**config.mk**
```make
export PLATFORM = sky130hd
export DESIGN_NAME = normalise_sum_pipe
export DESIGN_NICKNAME = d
export VERILOG_FILES = /design/src/rtl/normalise_sum_pipe.sv
export SDC_FILE = /design/constraint.sdc
export NUM_CORES = 1
export LEC_CHECK = 0
export CAP_MARGIN = 10
export CORE_MARGIN = 4
export CORE_UTILIZATION = 33
export CTS_BUF_LIST = sky130_fd_sc_hd__clkbuf_8 sky130_fd_sc_hd__clkbuf_16
export DETAILED_ROUTE_END_ITERATION = 10
export MAX_ROUTING_LAYER = met4
export PLACE_DENSITY = 0.51
export SLEW_MARGIN = 25
export SYNTH_ARGS = -nofsm -noshare
export SYNTH_HDL_FRONTEND = slang
export SYNTH_SLANG_ARGS = --single-unit
```
**constraint.sdc**
```tcl
create_clock -name clock -period 18.76 [get_ports clock]
set_input_delay 5.628 -clock clock [delete_from_list [all_inputs] [get_ports clock]]
set_output_delay 5.628 -clock clock [all_outputs]
set_load 0.02 [all_outputs]
```
**src/rtl/normalise_sum_pipe.sv**
```systemverilog
// Adder normalisation stage with a 2-entry valid/ready output buffer.
// Define NORM_STICKY_EN to fold the carry shift-out bit into the sticky bit.
module normalise_sum_pipe #(
    parameter int EXP_W = 8,
    parameter int MAN_W = 23,
    parameter logic [EXP_W-1:0] ZERO_EXP = 8'h82
) (
    input  logic                 clock,
    input  logic                 reset,
    input  logic                 in_valid,
    output logic                 in_ready,
    input  logic                 idle_in,
    input  logic [EXP_W+MAN_W:0] sout_in,
    input  logic [MAN_W+4:0]     sum_in,
    output logic                 out_valid,
    input  logic                 out_ready,
    output logic                 idle_out,
    output logic [EXP_W+MAN_W:0] sout_out,
    output logic [MAN_W+4:0]     sum_out,
    output logic                 ovf_out,
    output logic                 unf_out
);
    localparam int SUM_W = MAN_W + 5;
    localparam int W     = 1 + EXP_W + MAN_W;
    localparam int LZ_W  = $clog2(MAN_W + 1);
    localparam int CMP_W = ((EXP_W > LZ_W) ? EXP_W : LZ_W) + 1;
    localparam int E_W   = 3 + W + SUM_W;

    logic [EXP_W-1:0] exp_in_s;
    logic [MAN_W:0]   field_s;
    logic [EXP_W:0]   exp_inc_s;
    logic [LZ_W-1:0]  lzc_s;
    logic [CMP_W-1:0] lzc_ext_s;
    logic [CMP_W-1:0] exp_ext_s;
    logic [CMP_W-1:0] exp_sub_s;
    logic [SUM_W-1:0] sum_shr_s;
    logic [EXP_W-1:0] nrm_exp_s;
    logic [SUM_W-1:0] nrm_sum_s;
    logic             nrm_ovf_s;
    logic             nrm_unf_s;
    logic [E_W-1:0]   entry_s;

    assign exp_in_s  = sout_in[W-2:MAN_W];
    assign field_s   = sum_in[SUM_W-2:3];
    assign exp_inc_s = {1'b0, exp_in_s} + {{EXP_W{1'b0}}, 1'b1};
    assign lzc_ext_s = CMP_W'(lzc_s);
    assign exp_ext_s = CMP_W'(exp_in_s);
    assign exp_sub_s = exp_ext_s - lzc_ext_s;

`ifdef NORM_STICKY_EN
    assign sum_shr_s = {1'b0, sum_in[SUM_W-1:2], sum_in[1] | sum_in[0]};
`else
    assign sum_shr_s = {1'b0, sum_in[SUM_W-1:1]};
`endif

    // Leading-zero count over hidden..LSB; the highest set bit wins.
    always_comb begin
        lzc_s = {LZ_W{1'b0}};
        for (int i = 0; i <= MAN_W; i++) begin
            lzc_s = field_s[i] ? LZ_W'(MAN_W - i) : lzc_s;
        end
    end

    // Normalise: priority idle > carry > zero > left shift.
    always_comb begin
        nrm_exp_s = exp_in_s;
        nrm_sum_s = {SUM_W{1'b0}};
        nrm_ovf_s = 1'b0;
        nrm_unf_s = 1'b0;
        if (idle_in) begin
            nrm_exp_s = exp_in_s;
        end else if (sum_in[SUM_W-1]) begin
            nrm_sum_s = sum_shr_s;
            if (exp_inc_s >= {1'b0, {EXP_W{1'b1}}}) begin
                nrm_ovf_s = 1'b1;
                nrm_exp_s = {EXP_W{1'b1}};
            end else begin
                nrm_exp_s = exp_inc_s[EXP_W-1:0];
            end
        end else if (field_s == {(MAN_W+1){1'b0}}) begin
            nrm_exp_s = ZERO_EXP;
        end else begin
            nrm_sum_s = sum_in << lzc_s;
            if (lzc_ext_s > exp_ext_s) begin
                nrm_unf_s = 1'b1;
                nrm_exp_s = {EXP_W{1'b0}};
            end else begin
                nrm_exp_s = exp_sub_s[EXP_W-1:0];
            end
        end
    end

    assign entry_s = {idle_in, nrm_ovf_s, nrm_unf_s, sout_in[W-1], nrm_exp_s,
                      sout_in[MAN_W-1:0], nrm_sum_s};

    logic [E_W-1:0] mem_r [2];
    logic           wr_ptr_r;
    logic           rd_ptr_r;
    logic [1:0]     count_r;
    logic           in_ready_r;
    logic           out_valid_r;
    logic [E_W-1:0] head_r;
    logic           push_s;
    logic           pop_s;
    logic [1:0]     count_nxt_s;
    logic           rd_ptr_nxt_s;
    logic [E_W-1:0] head_nxt_s;

    assign push_s       = in_valid & in_ready_r;
    assign pop_s        = out_valid_r & out_ready;
    assign count_nxt_s  = count_r + {1'b0, push_s} - {1'b0, pop_s};
    assign rd_ptr_nxt_s = rd_ptr_r ^ pop_s;

    // Next head: the beat being written lands at the head when it is the oldest one.
    always_comb begin
        head_nxt_s = {E_W{1'b0}};
        if (count_nxt_s == 2'd0) begin
            head_nxt_s = {E_W{1'b0}};
        end else if (push_s && (wr_ptr_r == rd_ptr_nxt_s)) begin
            head_nxt_s = entry_s;
        end else begin
            head_nxt_s = mem_r[rd_ptr_nxt_s];
        end
    end

    // Buffer storage, pointers, occupancy and registered head/ready.
    always_ff @(posedge clock or posedge reset) begin
        if (reset) begin
            mem_r[0]    <= {E_W{1'b0}};
            mem_r[1]    <= {E_W{1'b0}};
            wr_ptr_r    <= 1'b0;
            rd_ptr_r    <= 1'b0;
            count_r     <= 2'd0;
            in_ready_r  <= 1'b1;
            out_valid_r <= 1'b0;
            head_r      <= {E_W{1'b0}};
        end else begin
            if (push_s) begin
                mem_r[wr_ptr_r] <= entry_s;
                wr_ptr_r        <= ~wr_ptr_r;
            end
            rd_ptr_r    <= rd_ptr_nxt_s;
            count_r     <= count_nxt_s;
            in_ready_r  <= (count_nxt_s < 2'd2);
            out_valid_r <= (count_nxt_s != 2'd0);
            head_r      <= head_nxt_s;
        end
    end

    assign in_ready  = in_ready_r;
    assign out_valid = out_valid_r;
    assign idle_out  = head_r[E_W-1];
    assign ovf_out   = head_r[E_W-2];
    assign unf_out   = head_r[E_W-3];
    assign sout_out  = head_r[W+SUM_W-1:SUM_W];
    assign sum_out   = head_r[SUM_W-1:0];

endmodule
```
==> impl_metrics.tcl, run 1 <==
set metrics [dict create \
    wl_um 34400 \
    layout_common_cells "nand2_1 (373), dfrtp_1 (194), clkdlybuf4s50_1 (129)" \
    arrival_ps 10210 \
    fill_cells 3238 \
    synth.distinct_cells 80 \
    io_pins 130 \
    num-nets-final 1402 \
    first_pass_iters 7 \
    drt_iter0_drc 810 \
    relSlewSlack 0.382 \
    syn-num-nets 1333 \
    vias 9521 \
    cts-root-buf "clkbuf_16" \
    max_cap_violations 0 \
    h-tree-depth 4 \
    final_common_cell "nand2_1" \
    critPathKind "in -> reg" \
    grtUsageTotal 0.199 \
    worstPathRequired_ps 19030 \
    cts_buffers 17 \
    setup_tns_ps 0 \
    io_buffers 129 \
    clock_latency_ps 440 \
    vias_per_cell 5.47 \
    cts_tree "yes" \
    synth_seq_cells 195 \
    grt_setup_unrepaired "false" \
    antenna_cells 0 \
    ir_worst_vdd_mv 0.153 \
    fin_util 0.405 \
    gp_congestion 0.960 \
    syn2layout_area_growth_pct 20.8 \
    ys_warn_count 0 \
    synth-edff-count 0 \
    power.density_nw_per_um2 158 \
    fp.coreArea_um2 31600 \
    drive_above_1_share 0.0680 \
    dieArea_um2 35000 \
    fin_crit_sh 0.530 \
    hold_viol 0 \
    cts_num_sinks 195 \
    place_ws_ps 8430 \
    grt_pass1_vias 8968 \
    skew_ps 16.2 \
    die_height_um 187 \
    setup-violations-final 0 \
    status "complete, no violations" \
    synth_cells 1257 \
    worstMarginPinSlew_ps 928 \
    min_period_ps 9940 \
    hold_buffers 0 \
    grt_max_degree 119 \
    syn-cell-area_um2 10600 \
    ctsResizeCount 0 \
    critPathLaunchType "input port" \
    final-max-slew-violation-count 0 \
    grt_pass1_wl_um 54200 \
    crit_fanout 35 \
    drc 0 \
    antenna_found_initial 0 \
    die_x_um 187 \
    fin_ws_ps 8820 \
    total_power_mw 2.01 \
    start_util 0.335 \
    post_cts_buffers 0 \
    async_reset_ff_frac 1.00 \
    drtAntennaViolNets 0 \
    ys_seq_area_frac 0.461 \
    routedWlPerCell_um 19.8 \
    fmax_ghz 0.101 \
    place_hpwl_um 23100 \
    clock_path_buffers 2 \
    leakage_nw 5.53 \
    rows 65 \
    cp-end-kind "flop" \
    synth_ff_type "dfrtp_1" \
    syn_avg_cell_area_um2 8.41 \
    grt_remaining_overflow 0 \
    clk_pin_slew_ps 80 \
    hold_path.class "reg -> reg" \
]
==> worst paths after layout <==
check	startpoint	end	slack, ps	depth (start not counted)
min in group asynchronous	reset	head_r[26]$_DFF_PP0_	5730	2
setup reg to reg	in_ready$_DFF_PP1_	head_r[22]$_DFF_PP0_	15620	10
max in group asynchronous	reset	count_r[0]$_DFF_PP0_	11770	3
setup / recovery	sum_in[21]	mem_r[114]$_DFFE_PP0P_	8820	16
hold reg to reg	mem_r[95]$_DFFE_PP0P_	mem_r[95]$_DFFE_PP0P_	480	2
hold / removal	mem_r[95]$_DFFE_PP0P_	mem_r[95]$_DFFE_PP0P_	480	2
==> Yosys cell counts (8+ instances only) <==
cell,instances,area share
a211oi_1,35,0.025
a21oi_1,61,0.029
a22oi_1,8,0.0057
a311oi_1,28,0.023
a31oi_1,20,0.012
and2_1,8,0.0047
and3_1,38,0.022
buf_2,8,0.0038
clkbuf_1,76,0.027
dfrtp_1,194,0.46
ha_1,10,0.012
inv_1,20,0.0071
mux2i_1,16,0.015
nand2_1,373,0.13
nand2b_1,11,0.0065
nand3_1,20,0.0095
nor2_1,83,0.029
nor3_1,8,0.0038
o21ai_0,72,0.034
o21ai_1,13,0.0062
==> cell type report <==
cell class | instances | area (µm²) | share of cell area
Clock inverter | 14 | 203 | 0.0159
Inverter | 25 | 106 | 0.00832
Multi-Input combinational cell | 944 | 5250 | 0.410
Sequential cell | 195 | 4880 | 0.382
Tap cell | 402 | 503 | 0.0394
Clock buffer | 18 | 439 | 0.0344
Timing Repair Buffer | 143 | 1400 | 0.110
==> kinds of logic (layout without fill, tap and decap cells) <==
logic type	Yosys count	count (layout)	share of synthesized area
muxes	25	25	0.0269
AOI/OAI and AO/OA	324	324	0.211
buffers and inverters	118	200	0.0477
xor gates and xnor gates	9	9	0.00745
and+or+nand+nor	575	575	0.232
DFF	195	195	0.461
adders and majority gates	11	11	0.0137
==> routing by layer <==
metal  GRT usage  share of wire  vias up
met5           -              0        -
met4      0.0589          0.023        0
met3      0.0327          0.052       54
met2       0.286           0.45      316
met1       0.290           0.48     4624
li1            -              -     4527
==> registers in the layout, indices dropped and copies added (netlist names) <==
name / cells
mem_r: 126
head_r: 63
count_r: 2
in_ready: 1
out_valid: 1
rd_ptr_r: 1
wr_ptr_r: 1
==> per-stage QoR <==
step | instances | instance area, µm² | hold slack, ps
3_5_place_dp | 1709 | 12100 | 462
3_3_place_gp | 1709 | 12100 | 457
5_1_grt | 1741 | 12800 | 494
2_1_floorplan | 1257 | 10600 | 446
4_1_cts | 1741 | 12800 | 482
6_report | 1741 | 12800 | 479
==> power breakdown <==
part	total (mW)	switching (mW)	internal (mW)
Sequential	0.698	0.0865	0.612
Clock	0.393	0.183	0.210
Combinational	0.921	0.574	0.347
Total	2.01	0.843	1.17
==> worst max-delay path: stages <==
cell and delay, ps:
clkdlybuf4s50_1 610, or2_2 400, a221oi_1 470, and2_1 200, buf_4 240, inv_2 320, fa_1 500, a21o_1 200
a21oi_1 200, o21ai_0 180, or3_1 370, and2_1 240, a21oi_1 190, a211oi_1 70, a21oi_1 240, o21ai_0 130
No activity file was read; power rests on OpenSTA's default activity.
==> inputs of run 2 (changes only) <==
PLACE_DENSITY = 0.53   (was 0.51)
clock period = 9 ns   (was 18.76 ns; I/O delays follow)
==> run 2 against run 1 <==
  * Worst hold slack worse by 2.5 ps
  * Setup slack worse by 6900 ps
  * Sequential share of layout area up 0.13 points
  * Global-route usage up 0.087 points
  * Critical path type unchanged
  * Critical endpoint is now mem_r[51]$_DFFE_PP0P_
  * Largest cell class unchanged
  * Largest power group unchanged
==> impl_metrics.tcl, run 2 (synthesis gave the netlist of run 1 again) <==
set metrics [dict create \
    top_register "mem_r" \
    vias 9535 \
    rrSetupSlack_ps 5780 \
    r2r_cells 8 \
    vias_per_cell 5.47 \
    syn2layout_area_growth_pct 20.4 \
    critPathLaunchType "input port" \
    relSlewSlack 0.312 \
    skew_ps 12.8 \
    drive_above_1_share 0.0686 \
    first_pass_iters 5 \
    grtUsageTotal 0.200 \
    grt_setup_unrepaired "false" \
    largest_reg_flops 126 \
    cp-end-kind "flop" \
    ff_latch_area_um2 4880 \
    fmax_ghz 0.141 \
    hold_path.class "reg -> reg" \
    fin_crit_sh 0.791 \
    leakage_nw 5.51 \
    critPathKind "in -> reg" \
    rows 65 \
    wl_um 34400 \
    cts_buffers 17 \
    reg2reg_from "in_ready$_DFF_PP1_" \
    status "complete, no violations" \
    antenna_cells 0 \
    whs_ps 476 \
    multi_input_area_um2 5240 \
    power.density_nw_per_um2 324 \
    clock_path_buffers 2 \
    setup_tns_ps 0 \
    cts_num_sinks 195 \
    final_common_cell "nand2_1" \
    fp.coreArea_um2 31600 \
    cts_tree "yes" \
    fin_util 0.404 \
    cts-root-buf "clkbuf_16" \
    post_cts_buffers 0 \
    io_buffers 129 \
    place_hpwl_um 23400 \
    grt_remaining_overflow 0 \
    drtAntennaViolNets 0 \
    crit_start "sum_in[26]" \
    hold_viol 0 \
    drt_iter0_drc 881 \
    arrival_ps 7400 \
    clock_latency_ps 440 \
    grt_max_degree 106 \
    io_pins 130 \
    worstMarginPinSlew_ps 1030 \
    layout_common_cells "nand2_1 (373), dfrtp_1 (194), clkdlybuf4s50_1 (129)" \
    gp_congestion 0.983 \
    die_height_um 187 \
    grt_pass1_vias 8940 \
    max_cap_violations 0 \
    drc 0 \
    crit_fanout 16 \
    h-tree-depth 4 \
    grt_pass1_wl_um 54200 \
    final-max-slew-violation-count 0 \
    worstPathRequired_ps 9280 \
    num-nets-final 1404 \
    die_x_um 187 \
    routedWlPerCell_um 19.7 \
    setup-violations-final 0 \
    fill_cells 3207 \
    start_util 0.335 \
    dpl.cell_count 1711 \
    min_period_ps 7120 \
    stdcell_count 1743 \
    dieArea_um2 35000 \
    hold_buffers 0 \
    reg2reg_to "head_r[62]$_DFF_PP0_" \
    reg_top3 "mem_r (126), head_r (63), count_r (2)" \
    ctsResizeCount 0 \
    endpoint "mem_r[51]$_DFFE_PP0P_" \
    antenna_found_initial 0 \
    ir_worst_vdd_mv 0.274 \
    clk_pin_slew_ps 80 \
]
## run 2: area by class of cell
cell class                 instances  area share
tap                              402      0.0395
sequential                       195       0.383
inverter                          25     0.00835
timing repair buffer             145       0.111
clock inverter                    15      0.0130
clock buffer                      17      0.0334
multi-input combinational        944       0.412
## run 2: through the flow
step	instance area [µm²]	total power, mW	setup WS (ps)
6_report	12700	4.12	1880
5_1_grt	12700	4.45	1410
4_1_cts	12700	4.18	1890
3_5_place_dp	12100	3.41	1440
3_3_place_gp	12100	3.40	1530
2_1_floorplan	10600	2.69	989
## run 2: layer usage
metal | vias to the layer above | global-route usage | part of all wire
li1 | 4537 | - | -
met1 | 4648 | 0.289 | 0.48
met2 | 305 | 0.294 | 0.45
met3 | 45 | 0.0282 | 0.049
met4 | 0 | 0.0569 | 0.023
met5 | - | - | 0
## run 2: power breakdown
| part | total (mW) | internal, mW | switching (mW) | leakage, nW |
|---|---|---|---|---|
| Combinational | 1.91 | 0.725 | 1.19 | 2.75 |
| Clock | 0.757 | 0.373 | 0.384 | 0.286 |
| Sequential | 1.45 | 1.27 | 0.176 | 2.47 |
## run 2: worst min-delay path by stage
stage                           startpoint                      to  depth (start not counted)
finish               mem_r[28]$_DFFE_PP0P_   mem_r[28]$_DFFE_PP0P_                          2
CTS                  mem_r[28]$_DFFE_PP0P_   mem_r[28]$_DFFE_PP0P_                          2
floorplan           mem_r[100]$_DFFE_PP0P_  mem_r[100]$_DFFE_PP0P_                          2
global placement     mem_r[95]$_DFFE_PP0P_   mem_r[95]$_DFFE_PP0P_                          2
detailed placement   mem_r[99]$_DFFE_PP0P_   mem_r[99]$_DFFE_PP0P_                          2
global route         mem_r[49]$_DFFE_PP0P_   mem_r[49]$_DFFE_PP0P_                          2
## run 2: worst max-delay path, stage by stage
cell and delay, ps:
clkdlybuf4s50_1 640, or2_2 430, a221oi_1 370, and2_1 660
inv_2 310, fa_1 470, a21o_1 190, a21oi_1 200
o21ai_0 180, or3_1 370, and2_1 240, a21oi_1 190
a211oi_1 70, a21oi_1 240, o21ai_0 130
==> inputs of run 3 (changes only) <==
clock period = 6.03 ns   (was 9 ns; I/O delays follow)
==> run 3 against run 2 <==
  * First-iteration DRC count down 5.1%
  * Die area unchanged
  * Utilization grew 0.94 points
  * Setup slack worse by 1300 ps
  * Critical endpoint unchanged
  * Clock skew barely moved
  * Via count grew 0.81%
  * Register-to-register slack got worse by 2500 ps
  * Sequential power up 50%
==> impl_metrics.tcl, run 3 (synthesis gave the netlist of run 1 again) <==
set metrics [dict create \
    place_hpwl_um 23800 \
    rows 65 \
    cts_num_sinks 195 \
    crit_buf_inv 3 \
    min_period_ps 5420 \
    final-max-slew-violation-count 0 \
    hold_path.class "reg -> reg" \
    worstPathRequired_ps 6300 \
    clock_path_buffers 2 \
    hold_buffers 0 \
    endpoint "mem_r[51]$_DFFE_PP0P_" \
    die_height_um 187 \
    stdcell_count 1779 \
    ir_worst_vdd_mv 0.423 \
    grtUsageTotal 0.201 \
    hold_viol 0 \
    dieArea_um2 35000 \
    hp-start "mem_r[94]$_DFFE_PP0P_" \
    crit_path_cell_trace "clkdlybuf4s50_1, nor4_2, nand3_1, nor2_1, and2_1, inv_1, ha_1, inv_1, o21ai_0, or3_1, and2_1, a21oi_1, a211oi_1, a21oi_1, o21ai_0" \
    post_cts_buffers 0 \
    clock_latency_ps 440 \
    num-nets-final 1440 \
    crit_family "simple AND/OR/NAND/NOR gates" \
    antenna_found_initial 0 \
    grt_remaining_overflow 0 \
    cts-root-buf "clkbuf_16" \
    relSlewSlack 0.420 \
    grt_max_degree 92 \
    grt_pass1_vias 9405 \
    vias 9612 \
    drtAntennaViolNets 0 \
    fp.coreArea_um2 31600 \
    cp-end-kind "flop" \
    drive_above_1_share 0.0944 \
    rrSetupSlack_ps 3290 \
    fin_crit_sh 0.898 \
    h-tree-depth 4 \
    leakage_nw 5.69 \
    r2r_cells 7 \
    die_x_um 187 \
    critPathKind "in -> reg" \
    vias_per_cell 5.40 \
    reg2reg_to "head_r[31]$_DFF_PP0_" \
    worstMarginPinSlew_ps 870 \
    reg2reg_from "out_valid$_DFF_PP0_" \
    skew_ps 12.3 \
    first_pass_iters 6 \
    antenna_cells 0 \
    grt_pass1_wl_um 54900 \
    top_register "mem_r" \
    syn2layout_area_growth_pct 23.2 \
    gp_congestion 0.977 \
    largest_reg_flops 126 \
    grt_setup_unrepaired "false" \
    ctsResizeCount 0 \
    power.density_nw_per_um2 474 \
    reg_top3 "mem_r (126), head_r (63), count_r (2)" \
    clk_pin_slew_ps 80 \
    cts_buffers 17 \
    drt_iter0_drc 836 \
    io_pins 130 \
    fmax_ghz 0.185 \
    setup-violations-final 0 \
    crit_path_top_delay_cell "clkdlybuf4s50_1" \
    final_common_cell "nand2_1" \
    crit_start "sum_in[20]" \
    drc 0 \
    max_cap_violations 0 \
    crit_fanout 8 \
    setup_tns_ps 0 \
    cts_tree "yes" \
    critPathLaunchType "input port" \
    wl_um 34200 \
    cpPeakStageDelay_ps 610 \
    routedWlPerCell_um 19.2 \
    cp.depth 15 \
    status "complete, no violations" \
    layout_common_cells "nand2_1 (373), dfrtp_1 (194), clkdlybuf4s50_1 (129)" \
    start_util 0.335 \
    dpl.cell_count 1747 \
    arrival_ps 5690 \
    whs_ps 477 \
    io_buffers 129 \
]
## run 3: cell type report
| class | count | area (µm²) |
|---|---|---|
| Fill cell | 3203 | 18500 |
| Multi-Input combinational cell | 944 | 5240 |
| Sequential cell | 195 | 4880 |
| Timing Repair Buffer | 181 | 1720 |
| Tap cell | 402 | 503 |
| Clock buffer | 17 | 425 |
| Clock inverter | 15 | 156 |
| Inverter | 25 | 103 |
## run 3: metal layers
| metal | part of all wire | wire, µm | GRT usage |
|---|---|---|---|
| met4 | 0.030 | 1030 | 0.0666 |
| met3 | 0.047 | 1620 | 0.0287 |
| met1 | 0.47 | 16200 | 0.280 |
| met2 | 0.45 | 15400 | 0.305 |
| met5 | 0 | 0 | - |
## run 3: worst min path at each step
stage	cells past startpoint	to	slack (ps)
after floorplan	2	mem_r[100]$_DFFE_PP0P_	450
after global placement	2	mem_r[96]$_DFFE_PP0P_	460
after detailed placement	2	mem_r[94]$_DFFE_PP0P_	460
after CTS	2	mem_r[37]$_DFFE_PP0P_	480
after global routing	2	mem_r[106]$_DFFE_PP0P_	500
final	2	mem_r[94]$_DFFE_PP0P_	480
## run 3: worst min-delay path, delay by kind of cell (launching register included)
family | cells | cell delay [ps]
flops | 1 | 340
simple gates | 2 | 110
## run 3: power by group
part	switching (mW)	internal [mW]	leakage [nW]
registers	0.263	1.90	2.47
logic	1.78	1.12	2.93
clock network	0.556	0.555	0.287
## run 3: per-stage QoR
stage | power (mW) | util | cell area [µm²] | setup WS, ps
floorplan | 4.02 | - | 10600 | 525
global placement | 5.09 | 0.394 | 12400 | 147
detailed placement | 5.12 | 0.394 | 12400 | 190
CTS | 6.25 | 0.413 | 13000 | 648
global route | 6.67 | 0.413 | 13000 | 244
finish | 6.17 | 0.413 | 13000 | 612
